==> src/rtl/alu_issue_if.sv <==
// Operand/handshake bundle between the decode side, alu_issue and the ALU.
// A transfer happens on any rising clk edge where valid && ready are both high; valid never waits on ready.
interface alu_issue_if;
    logic        flush;
    logic        in_valid;
    logic        in_ready;
    logic [31:0] instr;
    logic [31:0] rs_val;
    logic [31:0] rt_val;
    logic        out_valid;
    logic        out_ready;
    logic [4:0]  opselect;
    logic [31:0] x;
    logic [31:0] y;
    logic [4:0]  shamt;
    logic [4:0]  dest;
    logic        wr_en;
    logic        ovf_chk;
    logic        illegal;
    logic [1:0]  state;

    modport master (
        output flush, in_valid, instr, rs_val, rt_val, out_ready,
        input  in_ready, out_valid, opselect, x, y, shamt, dest, wr_en, ovf_chk, illegal, state
    );

    modport slave (
        input  flush, in_valid, instr, rs_val, rt_val, out_ready,
        output in_ready, out_valid, opselect, x, y, shamt, dest, wr_en, ovf_chk, illegal, state
    );
endinterface

==> src/rtl/alu_issue.sv <==
// MIPS decode + operand select into a flopped ALU issue buffer with stall and flush.
// ALU_ISSUE_SKID_EN selects a 2-entry skid buffer (registered in_ready); otherwise a single output register.
module alu_issue (
    input  logic  clk,
    input  logic  rst,
    alu_issue_if.slave bus
);
    typedef struct packed {
        logic [4:0]  opselect;
        logic [31:0] x;
        logic [31:0] y;
        logic [4:0]  shamt;
        logic [4:0]  dest;
        logic        wr_en;
        logic        ovf_chk;
        logic        illegal;
    } entry_t;

    typedef enum logic [1:0] {EMPTY = 2'd0, ONE = 2'd1, FULL = 2'd2} state_t;

    localparam logic [4:0] OP_ADD  = 5'b00000, OP_SUB = 5'b00001, OP_LTU = 5'b00010,
                           OP_SRAV = 5'b00011, OP_SLL = 5'b00100, OP_SLLV = 5'b00101,
                           OP_LT   = 5'b00111, OP_EQ  = 5'b01000, OP_AND = 5'b01001,
                           OP_OR   = 5'b01010, OP_SRA = 5'b01011, OP_NOR = 5'b01100,
                           OP_XOR  = 5'b01101, OP_SRLV = 5'b01110, OP_SRL = 5'b01111;

    state_t      state, state_nxt;
    entry_t      head, head_nxt, dec;
    logic        accept, pop, legal, shift_op;
    logic [5:0]  opcode, funct;
    logic [4:0]  rt_f, rd_f;
    logic [31:0] imm_se, imm_ze;

    assign opcode = bus.instr[31:26];
    assign funct  = bus.instr[5:0];
    assign rt_f   = bus.instr[20:16];
    assign rd_f   = bus.instr[15:11];
    assign imm_se = {{16{bus.instr[15]}}, bus.instr[15:0]};
    assign imm_ze = {16'b0, bus.instr[15:0]};

    // I-type fields are the defaults; R-type, lui and beq override what differs.
    always_comb begin
        dec       = '0;
        legal     = 1'b1;
        shift_op  = 1'b0;
        dec.x     = bus.rs_val;
        dec.y     = imm_se;
        dec.dest  = rt_f;
        dec.wr_en = 1'b1;
        case (opcode)
            6'h00: begin
                dec.y    = bus.rt_val;
                dec.dest = rd_f;
                case (funct)
                    6'h20: begin dec.opselect = OP_ADD; dec.ovf_chk = 1'b1; end
                    6'h21: dec.opselect = OP_ADD;
                    6'h22: begin dec.opselect = OP_SUB; dec.ovf_chk = 1'b1; end
                    6'h23: dec.opselect = OP_SUB;
                    6'h24: dec.opselect = OP_AND;
                    6'h25: dec.opselect = OP_OR;
                    6'h26: dec.opselect = OP_XOR;
                    6'h27: dec.opselect = OP_NOR;
                    6'h2A: dec.opselect = OP_LT;
                    6'h2B: dec.opselect = OP_LTU;
                    6'h00: begin dec.opselect = OP_SLL;  shift_op = 1'b1; end
                    6'h02: begin dec.opselect = OP_SRL;  shift_op = 1'b1; end
                    6'h03: begin dec.opselect = OP_SRA;  shift_op = 1'b1; end
                    6'h04: begin dec.opselect = OP_SLLV; shift_op = 1'b1; end
                    6'h06: begin dec.opselect = OP_SRLV; shift_op = 1'b1; end
                    6'h07: begin dec.opselect = OP_SRAV; shift_op = 1'b1; end
                    default: legal = 1'b0;
                endcase
                // Shifts operate on rt; rs supplies the variable shift count.
                if (shift_op) begin
                    dec.x     = bus.rt_val;
                    dec.y     = bus.rs_val;
                    dec.shamt = bus.instr[10:6];
                end
            end
            6'h08: begin dec.opselect = OP_ADD; dec.ovf_chk = 1'b1; end
            6'h09, 6'h23: dec.opselect = OP_ADD;
            6'h2B: begin dec.opselect = OP_ADD; dec.wr_en = 1'b0; end
            6'h0A: dec.opselect = OP_LT;
            6'h0B: dec.opselect = OP_LTU;
            6'h0C: begin dec.opselect = OP_AND; dec.y = imm_ze; end
            6'h0D: begin dec.opselect = OP_OR;  dec.y = imm_ze; end
            6'h0E: begin dec.opselect = OP_XOR; dec.y = imm_ze; end
            6'h0F: begin
                dec.opselect = OP_SLL;
                dec.x        = imm_ze;
                dec.y        = '0;
                dec.shamt    = 5'd16;
            end
            6'h04: begin
                dec.opselect = OP_EQ;
                dec.y        = bus.rt_val;
                dec.wr_en    = 1'b0;
                dec.dest     = '0;
            end
            default: legal = 1'b0;
        endcase
        if (!legal) dec = '0;
        dec.illegal = !legal;
    end

`ifdef ALU_ISSUE_SKID_EN
    entry_t tail, tail_nxt;
    assign bus.in_ready = (state != FULL);
`else
    assign bus.in_ready = (state == EMPTY) || bus.out_ready;
`endif

    assign bus.out_valid = (state != EMPTY);
    assign accept        = bus.in_valid && bus.in_ready && !bus.flush;
    assign pop           = bus.out_valid && bus.out_ready;

    always_comb begin
        state_nxt = state;
        head_nxt  = head;
`ifdef ALU_ISSUE_SKID_EN
        tail_nxt  = tail;
`endif
        case (state)
            EMPTY: if (accept) begin
                state_nxt = ONE;
                head_nxt  = dec;
            end
            ONE: begin
                if (accept && pop) head_nxt = dec;
`ifdef ALU_ISSUE_SKID_EN
                else if (accept) begin
                    state_nxt = FULL;
                    tail_nxt  = dec;
                end
`endif
                else if (pop) state_nxt = EMPTY;
            end
`ifdef ALU_ISSUE_SKID_EN
            FULL: if (pop) begin
                state_nxt = ONE;
                head_nxt  = tail;
            end
`endif
            default: state_nxt = EMPTY;
        endcase
        if (bus.flush) state_nxt = EMPTY;
    end

    always_ff @(posedge clk or posedge rst) begin
        if (rst) begin
            state <= EMPTY;
            head  <= '0;
`ifdef ALU_ISSUE_SKID_EN
            tail  <= '0;
`endif
        end else begin
            state <= state_nxt;
            head  <= head_nxt;
`ifdef ALU_ISSUE_SKID_EN
            tail  <= tail_nxt;
`endif
        end
    end

    assign bus.opselect = head.opselect;
    assign bus.x        = head.x;
    assign bus.y        = head.y;
    assign bus.shamt    = head.shamt;
    assign bus.dest     = head.dest;
    assign bus.wr_en    = head.wr_en;
    assign bus.ovf_chk  = head.ovf_chk;
    assign bus.illegal  = head.illegal;
    assign bus.state    = state;
endmodule

==> src/flat_wrapper.sv <==
// flat-port wrapper written by rule: the top's interface ports become plain ports
module alu_issue_flat 
  (clk, rst, bus_flush, bus_in_valid, bus_instr, bus_rs_val, bus_rt_val, bus_out_ready, bus_in_ready, bus_out_valid, bus_opselect, bus_x, bus_y, bus_shamt, bus_dest, bus_wr_en, bus_ovf_chk, bus_illegal, bus_state);
  alu_issue_if bus_i ();
  input  logic clk;
  input  logic rst;
  input wire logic [$bits(bus_i.flush)-1:0] bus_flush;
  input wire logic [$bits(bus_i.in_valid)-1:0] bus_in_valid;
  input wire logic [$bits(bus_i.instr)-1:0] bus_instr;
  input wire logic [$bits(bus_i.rs_val)-1:0] bus_rs_val;
  input wire logic [$bits(bus_i.rt_val)-1:0] bus_rt_val;
  input wire logic [$bits(bus_i.out_ready)-1:0] bus_out_ready;
  output wire logic [$bits(bus_i.in_ready)-1:0] bus_in_ready;
  output wire logic [$bits(bus_i.out_valid)-1:0] bus_out_valid;
  output wire logic [$bits(bus_i.opselect)-1:0] bus_opselect;
  output wire logic [$bits(bus_i.x)-1:0] bus_x;
  output wire logic [$bits(bus_i.y)-1:0] bus_y;
  output wire logic [$bits(bus_i.shamt)-1:0] bus_shamt;
  output wire logic [$bits(bus_i.dest)-1:0] bus_dest;
  output wire logic [$bits(bus_i.wr_en)-1:0] bus_wr_en;
  output wire logic [$bits(bus_i.ovf_chk)-1:0] bus_ovf_chk;
  output wire logic [$bits(bus_i.illegal)-1:0] bus_illegal;
  output wire logic [$bits(bus_i.state)-1:0] bus_state;
  assign bus_i.flush = bus_flush;
  assign bus_i.in_valid = bus_in_valid;
  assign bus_i.instr = bus_instr;
  assign bus_i.rs_val = bus_rs_val;
  assign bus_i.rt_val = bus_rt_val;
  assign bus_i.out_ready = bus_out_ready;
  assign bus_in_ready = bus_i.in_ready;
  assign bus_out_valid = bus_i.out_valid;
  assign bus_opselect = bus_i.opselect;
  assign bus_x = bus_i.x;
  assign bus_y = bus_i.y;
  assign bus_shamt = bus_i.shamt;
  assign bus_dest = bus_i.dest;
  assign bus_wr_en = bus_i.wr_en;
  assign bus_ovf_chk = bus_i.ovf_chk;
  assign bus_illegal = bus_i.illegal;
  assign bus_state = bus_i.state;
  alu_issue u_core (.clk(clk), .rst(rst), .bus(bus_i));
endmodule
==> config.mk <==
export PLATFORM = sky130hd
export DESIGN_NAME = alu_issue_flat
export DESIGN_NICKNAME = d
export VERILOG_FILES = /design/src/rtl/alu_issue_if.sv /design/src/rtl/alu_issue.sv /design/src/flat_wrapper.sv
export SDC_FILE = /design/constraint.sdc
export NUM_CORES = 1
export LEC_CHECK = 0
export ABC_CLOCK_PERIOD_IN_PS = 4100
export CELL_PAD_IN_SITES_DETAIL_PLACEMENT = 1
export CELL_PAD_IN_SITES_GLOBAL_PLACEMENT = 1
export CORE_AREA = 2 2 119 121
export DETAILED_ROUTE_END_ITERATION = 8
export DIE_AREA = 0 0 121 123
export GPL_ROUTABILITY_DRIVEN = 0
export PLACE_DENSITY = 0.9
export SYNTH_ARGS = -nofsm -noshare
export SYNTH_HDL_FRONTEND = slang
export SYNTH_SLANG_ARGS = --single-unit
==> constraint.sdc <==
create_clock -name clk -period 4.1 [get_ports clk]
set_input_delay 0.41 -clock clk [delete_from_list [all_inputs] [get_ports clk]]
set_output_delay 0.41 -clock clk [all_outputs]
set_load 0.01 [all_outputs]
# After elaboration in Yosys (flattened, before gate mapping)
# Cells that the tools add are included.
dict set report classes {
  eq_ne 32
  n_mux 23
  reduce_logical 21
}
# cell count
set ops {}
lappend ops {{2-to-1 mux 82 bit} 2}
lappend ops {{one-hot mux 82 bit (2 select lines)} 1}
lappend ops {{one-hot mux 32 bit (4 select lines)} 1}
lappend ops {{2-to-1 mux 81 bit} 1}
lappend ops {{== test 6 bit (second input constant)} 12}
lappend ops {{2-to-1 mux 69 bit} 1}
lappend ops {{one-hot mux 32 bit (2 select lines)} 1}
lappend ops {{one-hot mux 4 bit (13 select lines)} 1}
lappend ops {{== test 6 x 4 -> 1 bit (second input constant)} 8}
lappend ops {{one-hot mux 4 bit (8 select lines)} 1}
lappend ops {{== test 6 x 3 -> 1 bit (second input constant)} 4}
lappend ops {{one-hot mux 5 bit (2 select lines)} 2}
lappend ops {{OR reduction 16 bit} 1}
lappend ops {{== test 6 x 2 -> 1 bit (second input constant)} 2}
lappend ops {{zero test 6 bit} 2}
lappend ops {{OR reduction 11 bit} 1}
lappend ops {{2-to-1 mux 2 bit} 4}
lappend ops {{!= test 3 x 2 -> 1 bit (second input constant)} 2}
lappend ops {{AND reduction 3 bit} 2}
lappend ops {{OR reduction 2 bit} 3}
lappend ops {{OR reduction 6 bit} 1}
lappend ops {{2-to-1 mux 1 bit} 5}
lappend ops {{logical AND 1 bit} 4}
lappend ops {{!= test 2 x 1 -> 1 bit (second input constant)} 2}
lappend ops {{9 further kinds} 12}
dict set report word_totals {
  reg_bits 84
  in_bits 101
  wordCells 85
}

# Longest topological paths before layout
dict set report logic_depth {
  ltp_word 9
  depth_mapped 8
  depth_no_buf 5
}

# Worst setup path after synthesis
# OpenSTA, ideal clock, no wires.
dict set report synth_timing {
  path_kind {in2reg}
  start {input port bus_instr[29]}
  end {register u_core.head, in the netlist u_core.bus.x[3]}
  setup_ns 0.077
  arrival_ns 2.409
  slack_ns 1.615
  cell_stages 8
  path_cell_list {buf_2 or3_4 or4_4 o32a_1 or2_1 buf_2 buf_6 o21ai_1}
}
dict set report synth_between {
  elab_chain_cells 6
  word_cells_on_any_way 19
  cone_classes {eq/ne: 11; mux: 6; reduce/logical: 2}
}
# element line
set synth_rtl {}
lappend synth_rtl {{start: declaration} flat_wrapper.sv:9} ;# input wire logic [$bits(bus_i.instr)-1:0] bus_instr;
lappend synth_rtl {{== test 6 x 4 -> 1 bit (tied with other cells)} alu_issue.sv:50} ;# case (opcode)
lappend synth_rtl {{OR reduction 11 bit (no source line)} n/a}
lappend synth_rtl {{one-hot mux 1 bit (2 select lines)} alu_issue.sv:50}
lappend synth_rtl {{2-to-1 mux 81 bit *} alu_issue.sv:102} ;# if (!legal) dec = '0;
lappend synth_rtl {{2-to-1 mux 82 bit, on equally long branches} {alu_issue.sv:129, alu_issue.sv:124}}
lappend synth_rtl {{one-hot mux 82 bit (2 select lines) *} alu_issue.sv:123} ;# case (state)
lappend synth_rtl {{end signal: assignment} alu_issue.sv:158} ;# head <= head_nxt;
lappend synth_rtl {{end: declaration} alu_issue.sv:28} ;# entry_t head, head_nxt, dec;
# Mark *: on every way between the ends. The rest lies on a longest branch, timed or not. The select of a mux whose other input is x is not followed.
# A chain may end at the register's enable or synchronous reset.

# Worst setup path in the final report
dict set report layout_timing {
  start {input port bus_instr[0]}
  end {register u_core.head, in the netlist u_core.bus.y[12]}
}
dict set report layout_between {
  elab_chain_cells 9
  word_cells_on_any_way 28
  cone_classes {eq/ne: 15; mux: 10; reduce/logical: 3}
}
# element line
set layout_rtl {}
lappend layout_rtl {{== test 6 x 2 -> 1 bit (tied with other cells)} alu_issue.sv:54} ;# case (funct)
lappend layout_rtl {{OR reduction 6 bit (no source line)} n/a}
lappend layout_rtl {{2-to-1 mux 1 bit} alu_issue.sv:54}
lappend layout_rtl {{2-to-1 mux 1 bit} alu_issue.sv:50}
lappend layout_rtl {{2-to-1 mux 69 bit} alu_issue.sv:74} ;# if (shift_op) begin
lappend layout_rtl {{one-hot mux 32 bit (4 select lines)} alu_issue.sv:50}
lappend layout_rtl {{2-to-1 mux 81 bit *} alu_issue.sv:102}
lappend layout_rtl {{2-to-1 mux 82 bit, on equally long branches} {alu_issue.sv:129, alu_issue.sv:124}}
lappend layout_rtl {{one-hot mux 82 bit (2 select lines) *} alu_issue.sv:123}
# Marks and branches as above.

==> qor.yml <==
yosys:
  syn_area_per_cell_sq_um: 9.18
  synth.most_common_cell: "nand2_1"
  ys.flop_type: "dfrtp_1"
  synth-async-reset-ratio_pct: 100
  syn_inst: 490
  ys_seq_area_share_pct: 45.6
  ys_types: 50
  yosys_warnings: 0
  synth.area.top_cells: "dfrtp_1 46%, a22o_1 9.5%, nand2_1 7.6%"
  yosysTopAreaCellShare_pct: 45.6
  synth_edf_count: 0
  synth_common_cells: "91 x nand2_1, 82 x dfrtp_1, 49 x a22o_1"
  synth_seq_cells: 82
  syn_area_sq_mm: 0.00450
  yosysTopAreaCell: "dfrtp_1"
detailed_routing:
  dr.pass1.iters: 4
  drc_errors: 0
  vias: 4636
  drtIter0Drc: 270
  viasPerCell: 5.60
  wl_per_cell_um: 20.9
  totalWireLength_mm: 17.3
  antenna_left: 0
placement:
  io_buffers: 179
  place_area_sq_mm: 0.00639
  dp_hpwl_mm: 12.5
floorplan:
  ios: 187
  rows: 43
  core_region_area_sq_mm: 0.0136
  die_y_um: 123
  start_util_pct: 33.0
  die_w_um: 121
  die_area_sq_mm: 0.0149
clocking:
  ctsResizeCount: 0
  postCtsSetupBuffers: 0
  cts.reportedPaths.clkPinSlew_ns: 0.06
  cts_tree: "built"
  hold_buffers: 0
  cts-root-buf: "clkbuf_16"
  numCtsBuffers: 9
  htreeDepth: 3
  clk_path_buf_depth: 2
  cts_sinks: 82
  clk_latency_ns: 0.34
setup_path:
  cp-end-kind: "register"
  cp.arrival_ns: 3.23
  critical_path_required_ns: 4.28
  crit_fanout: 31
  path_class: "input pin to register"
  startpoint_type: "input pin"
layout:
  post-route-util_pct: 49.2
  nets: 746
  multi_input_area_sq_mm: 0.00223
  fillers: 1531
  seqCellArea_sq_mm: 0.00205
  diodes: 0
  finalInstanceArea_sq_mm: 0.00670
  drive_gt1_share_pct: 7.41
  syn2layout_area_growth_pct: 49.0
global_routing:
  grt-busiest-layer: "met2"
  grt_max_degree: 54
  grt_pass1_wl_mm: 26.8
  grt_remaining_overflow: 0
  grt_pass1_vias: 4994
  grt_use_met2_pct: 39.7
  grt_util_met3_pct: 4.34
  antenna_found_initial: 0
  use_met1_pct: 28.6
  grt_usage_pct: 23.3
sta:
  fmax_ghz: 0.328
  setup_viol: 0
  worst_pin_slew_ns: 1.28
  relSlewSlack_pct: 14.5
  drv_slew: 0
  period_share_pct: 74.4
  fin_skew_ns: 0.00326
  period_needed_ns: 3.05
  final-hold-violation-count: 0
  setup_tns_ns: 0
  rsz0062_at_grt: "false"
  whs_ns: 0.437
power:
  ir_drop_uv: 188
  power.leakage_nw: 2.85
  design_power_total_mw: 2.20
  p_per_area_mw_per_mm2: 328
flow_run:
  max_cap_violations: 0
worst_hold_path:
  hp-class: "input pin to async pin"
run_status:
  outcome: "complete, no violations"
where the power goes:
part / total, mW / internal, mW / leakage [nW] / switching, mW
clock network: 0.856 / 0.542 / 0.151 / 0.313
logic: 0.450 / 0.239 / 1.58 / 0.211
registers: 0.892 / 0.861 / 1.12 / 0.0315
flip-flops by register name (all words and copies together), names as in the netlist:
register             flops
u_core.bus.x            32
u_core.bus.y            32
u_core.bus.dest          5
u_core.bus.shamt         5
u_core.bus.opselect      4
u_core.bus.illegal       1
u_core.bus.ovf_chk       1
u_core.bus.state         1
u_core.bus.wr_en         1
through the flow:
| step | setup WS, ns | std cells |
|---|---|---|
| after global routing | 0.972 | 828 |
| after floorplan | 1.58 | 491 |
| final | 1.05 | 828 |
| after global placement | 0.836 | 814 |
| after detailed placement | 0.764 | 814 |
| after CTS | 1.11 | 828 |
cell type report:
type / instances / area share, %
sequential: 82 / 30.6
clock inverter: 3 / 0.971
tap: 180 / 3.36
clock buffer: 11 / 3.62
multi-input combinational: 357 / 33.2
timing repair buffer: 189 / 27.9
inverter: 6 / 0.355
worst paths after layout:
path                                     startpoint                  to  slack [ns]  cells past startpoint
worst min register to register      u_core.bus.y[4]     u_core.bus.y[4]        0.49                      2
worst max-delay path                   bus_instr[0]    u_core.bus.y[12]        1.05                      6
worst min-delay path                            rst    u_core.bus.x[20]        0.44                      2
max in group asynchronous                       rst    u_core.bus.x[22]        2.90                      3
min in group clk                    u_core.bus.y[4]     u_core.bus.y[4]        0.49                      2
worst max register to register  u_core.bus.state[0]  u_core.bus.dest[0]        1.97                      6
metal layers:
layer	vias to the layer above	routed length, um
met2	198	8620
met3	45	1090
li1	2096	-
met1	2297	6880
met5	-	0
met4	0	703
critical path, cell delays in order:
cell             delay, ns
clkdlybuf4s50_1       0.71
nor2b_1               0.51
or2_2                 0.85
mux2_2                0.42
a22oi_1               0.17
o21ai_1               0.14
kinds of logic after synthesis:
family	share of synthesized area [%]
AO/OA/AOI/OAI	28.0
other	0.0834
multiplexers	7.79
buffers and inverters	5.23
AND/OR/NAND/NOR	13.3
flip-flops	45.6
placed cells by master (no fill, tap or decap), types with 3 or more instances in the layout:
master           instances
inv_1                    5
clkbuf_16                9
nor4_1                   3
dfrtp_1                 82
a21oi_1                 25
mux2_2                  16
nor3_1                   3
a32oi_1                  3
mux2i_1                 17
nor2b_1                  3
nand2_1                 91
clkdlybuf4s50_1        179
a22oi_1                 19
o21ai_1                 30
a22o_1                  49
buf_4                   10
o21ai_0                 45
nor2_1                   9
nand2b_1                 5
(Power assumes the default switching activity.)
